==> config.mk <==
export PLATFORM = sky130hd
export DESIGN_NAME = color_fsm_sequencer
export DESIGN_NICKNAME = d
export VERILOG_FILES = /design/src/rtl/color_fsm_sequencer.sv
export SDC_FILE = /design/constraint.sdc
export NUM_CORES = 1
export LEC_CHECK = 0
export ABC_AREA = 1
export CAP_MARGIN = 20
export CORE_AREA = 4 4 57 44
export CTS_BUF_LIST = sky130_fd_sc_hd__clkbuf_8
export CTS_CLUSTER_DIAMETER = 30
export DETAILED_ROUTE_END_ITERATION = 6
export DIE_AREA = 0 0 61 48
export GPL_TIMING_DRIVEN = 0
export PLACE_DENSITY = 0.86
export SYNTH_ARGS = -nofsm -noshare
export SYNTH_HDL_FRONTEND = slang
export SYNTH_SLANG_ARGS = --single-unit
==> constraint.sdc <==
create_clock -name clk -period 3.1 [get_ports clk]
set_input_delay 0.465 -clock clk [delete_from_list [all_inputs] [get_ports clk]]
set_output_delay 0.465 -clock clk [all_outputs]
set_load 0.01 [all_outputs]
==> src/rtl/color_fsm_sequencer.sv <==
// Sequencer that steers the colour FSM (BLUE/RED/HSV_IDLE) to a requested state
// along the shortest legal command path, checking its output after every step.
`timescale 1ns/1ps

module color_fsm_sequencer #(
    parameter int DWELL = 1,
    parameter int CNT_W = 4
) (
    input  logic       clk,
    input  logic       rst,
    input  logic       req_valid,
    input  logic [1:0] req_target,
    output logic       req_ready,
    output logic       rsp_valid,
    input  logic       rsp_ready,
    output logic       rsp_err,
    output logic [1:0] rsp_steps,
    output logic [1:0] fsm_cmd,
    input  logic [1:0] fsm_out,
    output logic [1:0] cur_state,
    output logic       busy,
    output logic       desync
);
    // Handshakes: a request transfers on a clock edge where req_valid && req_ready;
    // a response transfers where rsp_valid && rsp_ready, and its fields stay
    // stable from the rising of rsp_valid until that edge.

    localparam logic [1:0] C_BLUE  = 2'd0;
    localparam logic [1:0] C_RED   = 2'd1;
    localparam logic [1:0] C_HSV   = 2'd2;
    localparam logic [1:0] C_ILL   = 2'd3;
    localparam logic [1:0] CMD_NOP = 2'd3;

    typedef enum logic [1:0] {S_IDLE, S_STEP, S_SETTLE, S_RESP} state_t;

    state_t           r_state;
    logic [1:0]       r_target;
    logic [1:0]       r_next;
    logic [1:0]       r_steps;
    logic [CNT_W-1:0] r_dwell;
    logic             r_err;
    logic             r_desync;
    logic [1:0]       r_cmd;
    logic [1:0]       r_cur;

    logic [3:0]       w_path;
    logic [1:0]       w_exp_out;

    // Returns {command, resulting state} for the first hop from cur toward tgt.
    function automatic logic [3:0] path_step(input logic [1:0] cur, input logic [1:0] tgt);
        case (cur)
            C_BLUE:  return {2'd1, C_RED};
            C_RED:   return (tgt == C_BLUE) ? {2'd1, C_BLUE} : {2'd2, C_HSV};
            default: return {2'd0, C_RED};
        endcase
    endfunction

    assign w_path    = path_step(r_cur, (r_state == S_IDLE) ? req_target : r_target);
    assign w_exp_out = (r_cur == C_BLUE) ? 2'd1 : 2'd2;

    always_ff @(posedge clk or posedge rst) begin
        if (rst) begin
            r_state  <= S_IDLE;
            r_target <= C_RED;
            r_next   <= C_RED;
            r_steps  <= 2'd0;
            r_dwell  <= '0;
            r_err    <= 1'b0;
            r_desync <= 1'b0;
            r_cmd    <= CMD_NOP;
            r_cur    <= C_RED;
        end else begin
            case (r_state)
                S_IDLE: begin
                    if (req_valid) begin
                        r_target <= req_target;
                        r_steps  <= 2'd0;
                        if (req_target == r_cur || req_target == C_ILL || r_desync) begin
                            r_err   <= (req_target == C_ILL) || r_desync;
                            r_state <= S_RESP;
                        end else begin
                            r_err   <= 1'b0;
                            r_cmd   <= w_path[3:2];
                            r_next  <= w_path[1:0];
                            r_state <= S_STEP;
                        end
                    end
                end
                S_STEP: begin
                    r_cur   <= r_next;
                    r_steps <= r_steps + 2'd1;
                    r_dwell <= CNT_W'(DWELL);
                    r_cmd   <= CMD_NOP;
                    r_state <= S_SETTLE;
                end
                S_SETTLE: begin
                    if (r_dwell > CNT_W'(1)) begin
                        r_dwell <= r_dwell - CNT_W'(1);
                    end else if (fsm_out != w_exp_out) begin
                        r_desync <= 1'b1;
                        r_err    <= 1'b1;
                        r_state  <= S_RESP;
                    end else if (r_cur == r_target) begin
                        r_state <= S_RESP;
                    end else begin
                        r_cmd   <= w_path[3:2];
                        r_next  <= w_path[1:0];
                        r_state <= S_STEP;
                    end
                end
                S_RESP: begin
                    if (rsp_ready) begin
                        r_state <= S_IDLE;
                    end
                end
                default: r_state <= S_IDLE;
            endcase
        end
    end

    assign req_ready = (r_state == S_IDLE);
    assign rsp_valid = (r_state == S_RESP);
    assign busy      = (r_state != S_IDLE);
    assign rsp_err   = r_err;
    assign rsp_steps = r_steps;
    assign fsm_cmd   = r_cmd;
    assign cur_state = r_cur;
    assign desync    = r_desync;

endmodule

==> results of run 1 <==
==> cell families (layout without fill, tap and decap cells) <==
kind of cell,Yosys count,after routing
flops,18,18
buf+inv,22,44
fa+ha+maj,2,2
compound gates,14,14
simple gates,91,91
==> worst max-delay path by stage <==
stage                       to  cells after the start
detailed placement   req_ready                      2
finish               req_ready                      2
global route         req_ready                      2
floorplan           fsm_cmd[0]                     11
global placement     req_ready                      2
CTS                  req_ready                      2
==> registers in the layout (all words and copies together), names as in the netlist <==
name / count
r_dwell: 4
cur_state: 2
fsm_cmd: 2
r_next: 2
r_state: 2
r_target: 2
rsp_steps: 2
desync: 1
rsp_err: 1
==> tightest hold or removal path: cells and delay by family (launching register included) <==
family / cells / cell delay (ns)
AND/OR/NAND/NOR: 2 / 0.09
flip-flops: 1 / 0.37
==> layout by cell type (no fill, tap or decap), drive strengths merged <==
cell / n
ha: 2
nor2: 18
inv: 22
dfrtp: 13
clkdlybuf4s50: 18
dfstp: 5
nand2: 56
o22ai: 1
clkbuf: 4
o21bai: 1
nand3: 17
o21ai: 9
a21oi: 3
==> layout make-up <==
cell class	count	area [um2]
clock buffers	4	55.05
fillers	182	695.7
inverters	22	82.58
multi-input cells	107	496.7
flip-flops and latches	18	456.7
well taps	24	30.03
repair buffers	18	180.2
==> per-layer routing <==
metal | vias to the layer above | global-route usage, % | wire (um)
met1 | 430 | 23.97 | 1080
met4 | 0 | 10.39 | 48
li1 | 498 | - | -
met2 | 31 | 29.85 | 1066
met5 | - | 0 | 0
met3 | 5 | 6.739 | 164
==> power breakdown <==
group	internal (mW)	total [mW]	switching, mW	leakage, nW
clock network	0.113	0.195	0.0824	0.0288
registers	0.332	0.399	0.0670	0.209
logic	0.242	0.618	0.375	0.449
==> metrics.txt, run 1 <==
status complete, no violations; Mapped Cells between 100 and 150; Clock transition at path regs 0.07 ns; Initial Util between 50 and 60%; Synth Area per Inst about 7 um2; largest net degree at the start of global routing 19; Hold Worst Slack ~0.46 ns; Rel. slew slack a little under three fifths; CTS tree built; Total GRT Usage between 10% and 20%; Worst Path Max Fanout 5; fin crit period slightly above 2 ns; min-delay src fsm_cmd[1]; # rows 14; Ports 19; Worst Hold End fsm_cmd[1]; Final nets 180; Post-synth top flop dfrtp_1; multiplexer share of the synthesized area 0%; synthesized flop and latch total 18; CP max stage delay just over 0.6 ns; total nets after synthesis 157; worst path buffer plus inverter count 1; worst hold path type reg -> reg; simple-gate portion of the synthesized area a little under 40%; share of cells above drive strength 1 a little under an eighth; R2R Path Start r_dwell[0]; dpl hpwl about 1800 um; worst hold path depth 2; clock sink count 18; routed vias/inst roughly 5; drt wl/cell ~12 um; Netlist cell types 16; required time worst endpoint about 2.6 ns; R2R Setup Slk around 1.5 ns; postcts setup bufs 0; final setup TNS 0 ns; Hold-fix buffers, CTS 0; RD Place Congestion 0.8243; Synth top cells by count nand2_1 (52), inv_1 (19), nand3_1 (17); crit share post-route ~67%; Starting DRT DRC Count 46; die area 2928 um2; routed via count 964; post-layout util between 60 and 70%; Pleak between 0.6 and 0.7 nW; most frequent cell after synthesis nand2_1; final setup vio count 0; Yosys top cell by area dfrtp_1; die height 48 um; Final WS setup between 1 and 1.5 ns; drt drc 0; yosys warns 0; setup repair after global routing missed its margin no; Worst Clk Skew a little over 0.0009 ns; sequential area share after synthesis between 40 and 50%; Worst R2R Path Depth 11; max_cap viols 0; first-pass iteration count of the detailed router 4; Adder-Cell Fraction of Synth Area under 10%; Slew Limit Fails 0; largest cells by area after synthesis dfrtp_1 (31%), nand2_1 (19%), dfstp_2 (13%); Port Buffers 18; Placed Cells about 190; Hold Vio Cnt, Final 0; vias in the first global route around 870; H-tree depth 1; area grow syn2layout 25.60%; Post-Place Cell Area ~1200 um2; antenna cell count 0; Top Family by Delay on Critical Path buffers and inverters; top cell type's share of synthesized area 31.40%; Routed Antenna Nets 0; Async S/R FF share, synth 100.0%; post-synthesis xor/xnor area fraction 0%; main combinational cell family by area after synthesis simple AND/OR/NAND/NOR gates; cell area power density ~930 nW/um2; Startpoint Class register; Worst Tran Pin Value around 0.67 ns; core area ~2000 um2; Final Power 1.212 mW; root buf cell clkbuf_8; Slowest-stage cell, CP clkdlybuf4s50_1; Place WS between 1 and 1.5 ns; first-pass GRT wire length ~4000 um; fmax 483.3 MHz; Non-Filler Instances 193; number of flops mapped to enable cells by yosys 0; crit path kind reg -> out; CTS Buf Count 3; Reg-to-Reg End fsm_cmd[0]; Clock Path Buffers 2; Compound-Gate Fraction of Synth Area around 7.1%; Skew-Pair Late Insertion Delay 0.26 ns; Die W just over 60 um; CP Capture Type output port; wirelength, routed about 2400 um; initial antenna violation count 0; worst vdd ir slightly above 0.0005 V; Worst EP arrival around 1.6 ns; crit path cell chain nor2_2 -> clkdlybuf4s50_1; post-route cell area 1301 um2; post-CTS sizing 0; post-synthesis cell area slightly above 1000 um2; grt ovf 0; origin of the worst setup path r_state[0]
Note: power is estimated with default switching activity, not from simulation.
==> run 2: changes to the inputs <==
Settings changed: CORE_AREA 4 4 57 44 to 4 4 61 46, DIE_AREA 0 0 61 48 to 0 0 65 50, PLACE_DENSITY 0.86 to 0.81.
Clock period 3.1 ns to 1.8 ns, I/O delays scaled along.
==> metrics.txt, run 2 (synthesized netlist as in run 1, its figures left out) <==
Worst Clk Skew 0.001511 ns (was 0.0009169 ns); CP Capture Type output port (unchanged); Startpoint Class register (unchanged); Reg area 457.9 um2 (was 456.7 um2); Final WS setup 0.07534 ns (was 1.031 ns); dpl hpwl 1852 um (was 1787 um); Hold-fix buffers, CTS 0 (unchanged); Worst Path Max Fanout 4 (was 5); crit path kind reg -> out (unchanged); RD Place Congestion 0.8330 (was 0.8243); metal1 wirelength 1004 um (was 1080 um); # rows 14 (unchanged); Hold Worst Slack 0.4307 ns (was 0.4602 ns); first-pass iteration count of the detailed router 4 (unchanged); first-pass GRT wire length 4188 um (was 3898 um); area grow syn2layout 27.42% (was 25.60%); CTS tree built (unchanged); core area 2155 um2 (was 1997 um2); root buf cell clkbuf_8 (unchanged); Skew-Pair Late Insertion Delay 0.26 ns (about the same); status complete, no violations (unchanged); WL met3 221 um (was 164 um); most frequent cells in the layout nand2_1 (52), inv_1 (19), nand3_1 (17), clkdlybuf4s50_1 (17), nor2_1 (14) (was nand2_1 (52), inv_1 (19), clkdlybuf4s50_1 (18), nand3_1 (17), nor2_1 (14)); multi-input logic area 501.7 um2 (was 496.7 um2); crit share post-route about 96%; Initial Util 48.08% (was 51.88%); Starting DRT DRC Count 46 (unchanged); Ports 19 (unchanged); final setup TNS 0 ns (unchanged); R2R Setup Slk 0.22 ns (was 1.53 ns); Clock transition at path regs 0.07 ns (about the same); fmax between 500 and 600 MHz; die height 50 um (was 48 um); antenna cell count 0 (unchanged); Slew Limit Fails 0 (unchanged); Post-Place Cell Area 1256 um2 (was 1246 um2); Total GRT Usage 16.40% (was 19.30%); commonest non-fill, non-tap cell in the layout nand2_1 (unchanged); Die W 65 um (was 61 um); Clock Path Buffers 2 (unchanged); final setup vio count 0 (unchanged); drt drc 0 (unchanged); share of cells above drive strength 1 12.43% (was 11.83%); cell area power density 1597 nW/um2 (was 931.1 nW/um2); # fillers 206 (was 182); Pleak 0.6996 nW (was 0.6860 nW); fin crit period approximately 1.7 ns; register with the most flip-flops r_dwell (unchanged); Place WS 0.2199 ns (was 1.324 ns); metal2 WL 1141 um (was 1066 um); Worst EP arrival 1.45 ns (was 1.60 ns); largest net degree at the start of global routing 19 (unchanged); post-layout util 61.27% (was 65.16%); worst vdd ir 0.0009557 V (was 0.0005032 V); initial antenna violation count 0 (unchanged); die area 3250 um2 (was 2928 um2); Worst Tran Pin Value 0.7030 ns (was 0.6720 ns); wirelength, routed 2396 um (was 2360 um); routed via count 1,017 (was 964); required time worst endpoint 1.53 ns (was 2.63 ns); worst hold path type in -> async (was reg -> reg); Largest register FFs 4 (unchanged); drt wl/cell 11.92 um (was 12.23 um); Hold Vio Cnt, Final 0 (unchanged); Placed Cells 197 (was 189); Non-Filler Instances 201 (was 193); setup repair after global routing missed its margin no (unchanged); max_cap viols 0 (unchanged); Rel. slew slack 53.08% (was 55.15%); top sig layer met4 (unchanged); routed vias/inst 5.060 (was 4.995); clock sink count 18 (unchanged); vias in the first global route 950 (was 874); Final nets 180 (unchanged); H-tree depth 1 (unchanged); Routed Antenna Nets 0 (unchanged); CTS Buf Count 3 (unchanged); Port Buffers 18 (unchanged); grt ovf 0 (unchanged); post-route cell area 1320 um2 (was 1301 um2); Final Power 2.108 mW (was 1.212 mW)
run 2: cell types whose count changed in the layout (fill, tap and decap cells not counted), sizes merged:
cell,before,now
dlymetal6s2s,0,1
clkdlybuf4s50,18,17
run 2: layer usage:
layer  track usage, %  vias to the layer above
met5                0                        -
met1            20.95                      466
li1                 -                      499
met2            26.83                       46
met3            4.545                        6
met4            4.912                        0
run 2: final timing paths:
path,depth (start not counted),startpoint,end
worst max-delay path,3,r_state[1],busy
worst min-delay path,2,rst,r_dwell[1]
worst max register to register,11,r_dwell[0],fsm_cmd[1]
worst min register to register,2,fsm_cmd[0],fsm_cmd[0]
max in group asynchronous,2,rst,r_state[0]
min in group clk,2,fsm_cmd[0],fsm_cmd[0]
run 2: power breakdown:
part	internal [mW]	switching, mW	total (mW)	leakage [nW]
clock	0.195	0.140	0.335	0.0288
combinational	0.419	0.654	1.07	0.463
sequential	0.574	0.126	0.700	0.208
run 2: cell type report:
type	instances	share of cell area, %
Clock buffer	4	4.171
Inverter	22	6.256
Multi-Input combinational cell	107	38.01
Sequential cell	18	34.69
Tap cell	32	3.033
Timing Repair Buffer	18	13.84
run 2: critical path, cell delays in order (launching register included):
cell and delay [ns]:
dfrtp_1 0.45, inv_2 0.09, nand2_1 0.11, clkdlybuf4s50_1 0.55
run 2: what timing repair did:
action                                  4_1_cts  5_1_grt
gates resized for setup                       1        2
buffers inserted                              0        0
endpoints found under the setup margin        1        3
==> run 3: changes to the inputs <==
Settings changed: CORE_AREA 4 4 61 46 to 4 4 63 48, DIE_AREA 0 0 65 50 to 0 0 67 52, PLACE_DENSITY 0.81 to 0.76, TNS_END_PERCENT set to 1.
==> metrics.txt, run 3 (synthesized netlist as in run 1, its figures left out) <==
drt drc 0 (unchanged); crit path cell chain inv_2 -> nand2_1 -> clkdlybuf4s50_1 (unchanged); RD Place Congestion 0.7970 (was 0.8330); CP max stage delay 0.55 ns (about the same); setup repair after global routing missed its margin no (unchanged); CP Capture Type output port (unchanged); Slew Limit Fails 0 (unchanged); most frequent cells in the layout nand2_1 (52), inv_1 (19), nand3_1 (17), clkdlybuf4s50_1 (17), nor2_1 (14) (unchanged); Pleak 0.6995 nW (was 0.6996 nW); required time worst endpoint 1.53 ns (about the same); die height 52 um (was 50 um); Skew-Pair Late Insertion Delay 0.25 ns (was 0.26 ns); # fillers 240 (was 206); grt ovf 0 (unchanged); die area 3484 um2 (was 3250 um2); share of cells above drive strength 1 12.43% (unchanged); Worst Path Max Fanout 4 (unchanged); final setup TNS 0 ns (unchanged); Ports 19 (unchanged); max_cap viols 0 (unchanged); routed vias/inst 4.778 (was 5.060); Total GRT Usage 14.96% (was 16.40%); H-tree depth 1 (unchanged); crit path kind reg -> out (unchanged); Routed Antenna Nets 0 (unchanged); Worst Tran Pin Value 0.6828 ns (was 0.7030 ns); postcts setup bufs 0 (unchanged); register with the most flip-flops r_dwell (unchanged); antenna cell count 0 (unchanged); post-layout util 55.49% (was 61.27%); Hold Worst Slack 0.4144 ns (was 0.4307 ns); Worst EP arrival 1.44 ns (was 1.45 ns); Worst Clk Skew 0.002960 ns (was 0.001511 ns); worst hold path type in -> async (unchanged); Hold-fix buffers, CTS 0 (unchanged); crit share post-route 95.06% (was 95.81%); area grow syn2layout 27.66% (was 27.42%); commonest non-fill, non-tap cell in the layout nand2_1 (unchanged); Final WS setup 0.08884 ns (was 0.07534 ns); first-pass GRT wire length 3953 um (was 4188 um); Die W 67 um (was 65 um); Final nets 180 (unchanged); core area 2384 um2 (was 2155 um2); clock sink count 18 (unchanged); Hold Vio Cnt, Final 0 (unchanged); Initial Util 43.46% (was 48.08%); Clock transition at path regs 0.07 ns (about the same); Startpoint Class register (unchanged); first-pass iteration count of the detailed router 5 (was 4); Slowest-stage cell, CP clkdlybuf4s50_1 (unchanged); drt wl/cell 11.45 um (was 11.92 um); routed via count 970 (was 1,017); CTS tree built (unchanged); initial antenna violation count 0 (unchanged); Largest register FFs 4 (unchanged); Place WS 0.2259 ns (was 0.2199 ns); final setup vio count 0 (unchanged); Starting DRT DRC Count 41 (was 46); cell area power density 1581 nW/um2 (was 1597 nW/um2); vias in the first global route 889 (was 950); largest net degree at the start of global routing 19 (unchanged); fmax 584.4 MHz (was 579.8 MHz); wirelength, routed 2324 um (was 2396 um); Port Buffers 18 (unchanged); fin crit period 1.711 ns (was 1.725 ns); root buf cell clkbuf_8 (unchanged); Final Power 2.091 mW (was 2.108 mW); dpl hpwl 1787 um (was 1852 um); CTS Buf Count 3 (unchanged); Rel. slew slack 54.43% (was 53.08%); # rows 15 (was 14); status complete, no violations (unchanged); Clock Path Buffers 2 (unchanged); worst vdd ir 0.0007362 V (was 0.0009557 V)
## run 3: where the power goes
group / internal, mW / total [mW] / leakage, nW / switching (mW)
registers: 0.574 / 0.697 / 0.208 / 0.123
clock network: 0.194 / 0.328 / 0.0288 / 0.134
logic: 0.419 / 1.07 / 0.463 / 0.646
total: 1.19 / 2.09 / 0.699 / 0.904
## run 3: per-layer routing
layer | track usage, % | vias up | wire [um]
li1 | - | 500 | -
met2 | 23.00 | 38 | 1007
met4 | 4.040 | 0 | 25
met3 | 3.456 | 2 | 166
met5 | 0 | - | 0
met1 | 20.97 | 430 | 1125
## run 3: final timing paths
kind | startpoint | end | slack, ns | cells past startpoint
setup / recovery | r_state[1] | busy | 0.09 | 3
hold / removal | rst | r_dwell[3] | 0.41 | 2
setup reg to reg | r_dwell[0] | fsm_cmd[1] | 0.22 | 11
hold reg to reg | fsm_cmd[1] | fsm_cmd[1] | 0.47 | 2
max in group asynchronous | rst | r_state[0] | 0.91 | 2
min in group clk | fsm_cmd[1] | fsm_cmd[1] | 0.47 | 2
## run 3: what timing repair did
action | CTS | global route
resized for setup | 1 | 2
endpoints found under the setup margin | 1 | 3
pin swaps | 0 | 1
## run 3: cell type report
cell class                 instances  area (um2)  area share [%]
sequential                        18       457.9           34.63
multi-input combinational        107       501.7           37.94
timing repair buffer              18       182.7           13.81
inverter                          22       82.58           6.244
clock buffer                       4       55.05           4.163
tap                               34       42.54           3.217
## run 3: critical path: cells and delay by family (launching register included)
kind	cells	cell delay, ns
and+or+nand+nor	1	0.11
buffers and inverters	2	0.64
DFF	1	0.45
## run 3: through the flow
stage,instances,instance area (um2)
after CTS,203,1319
final,203,1323
after global placement,199,1259
after global routing,203,1323
after detailed placement,199,1259
after floorplan,147,1036
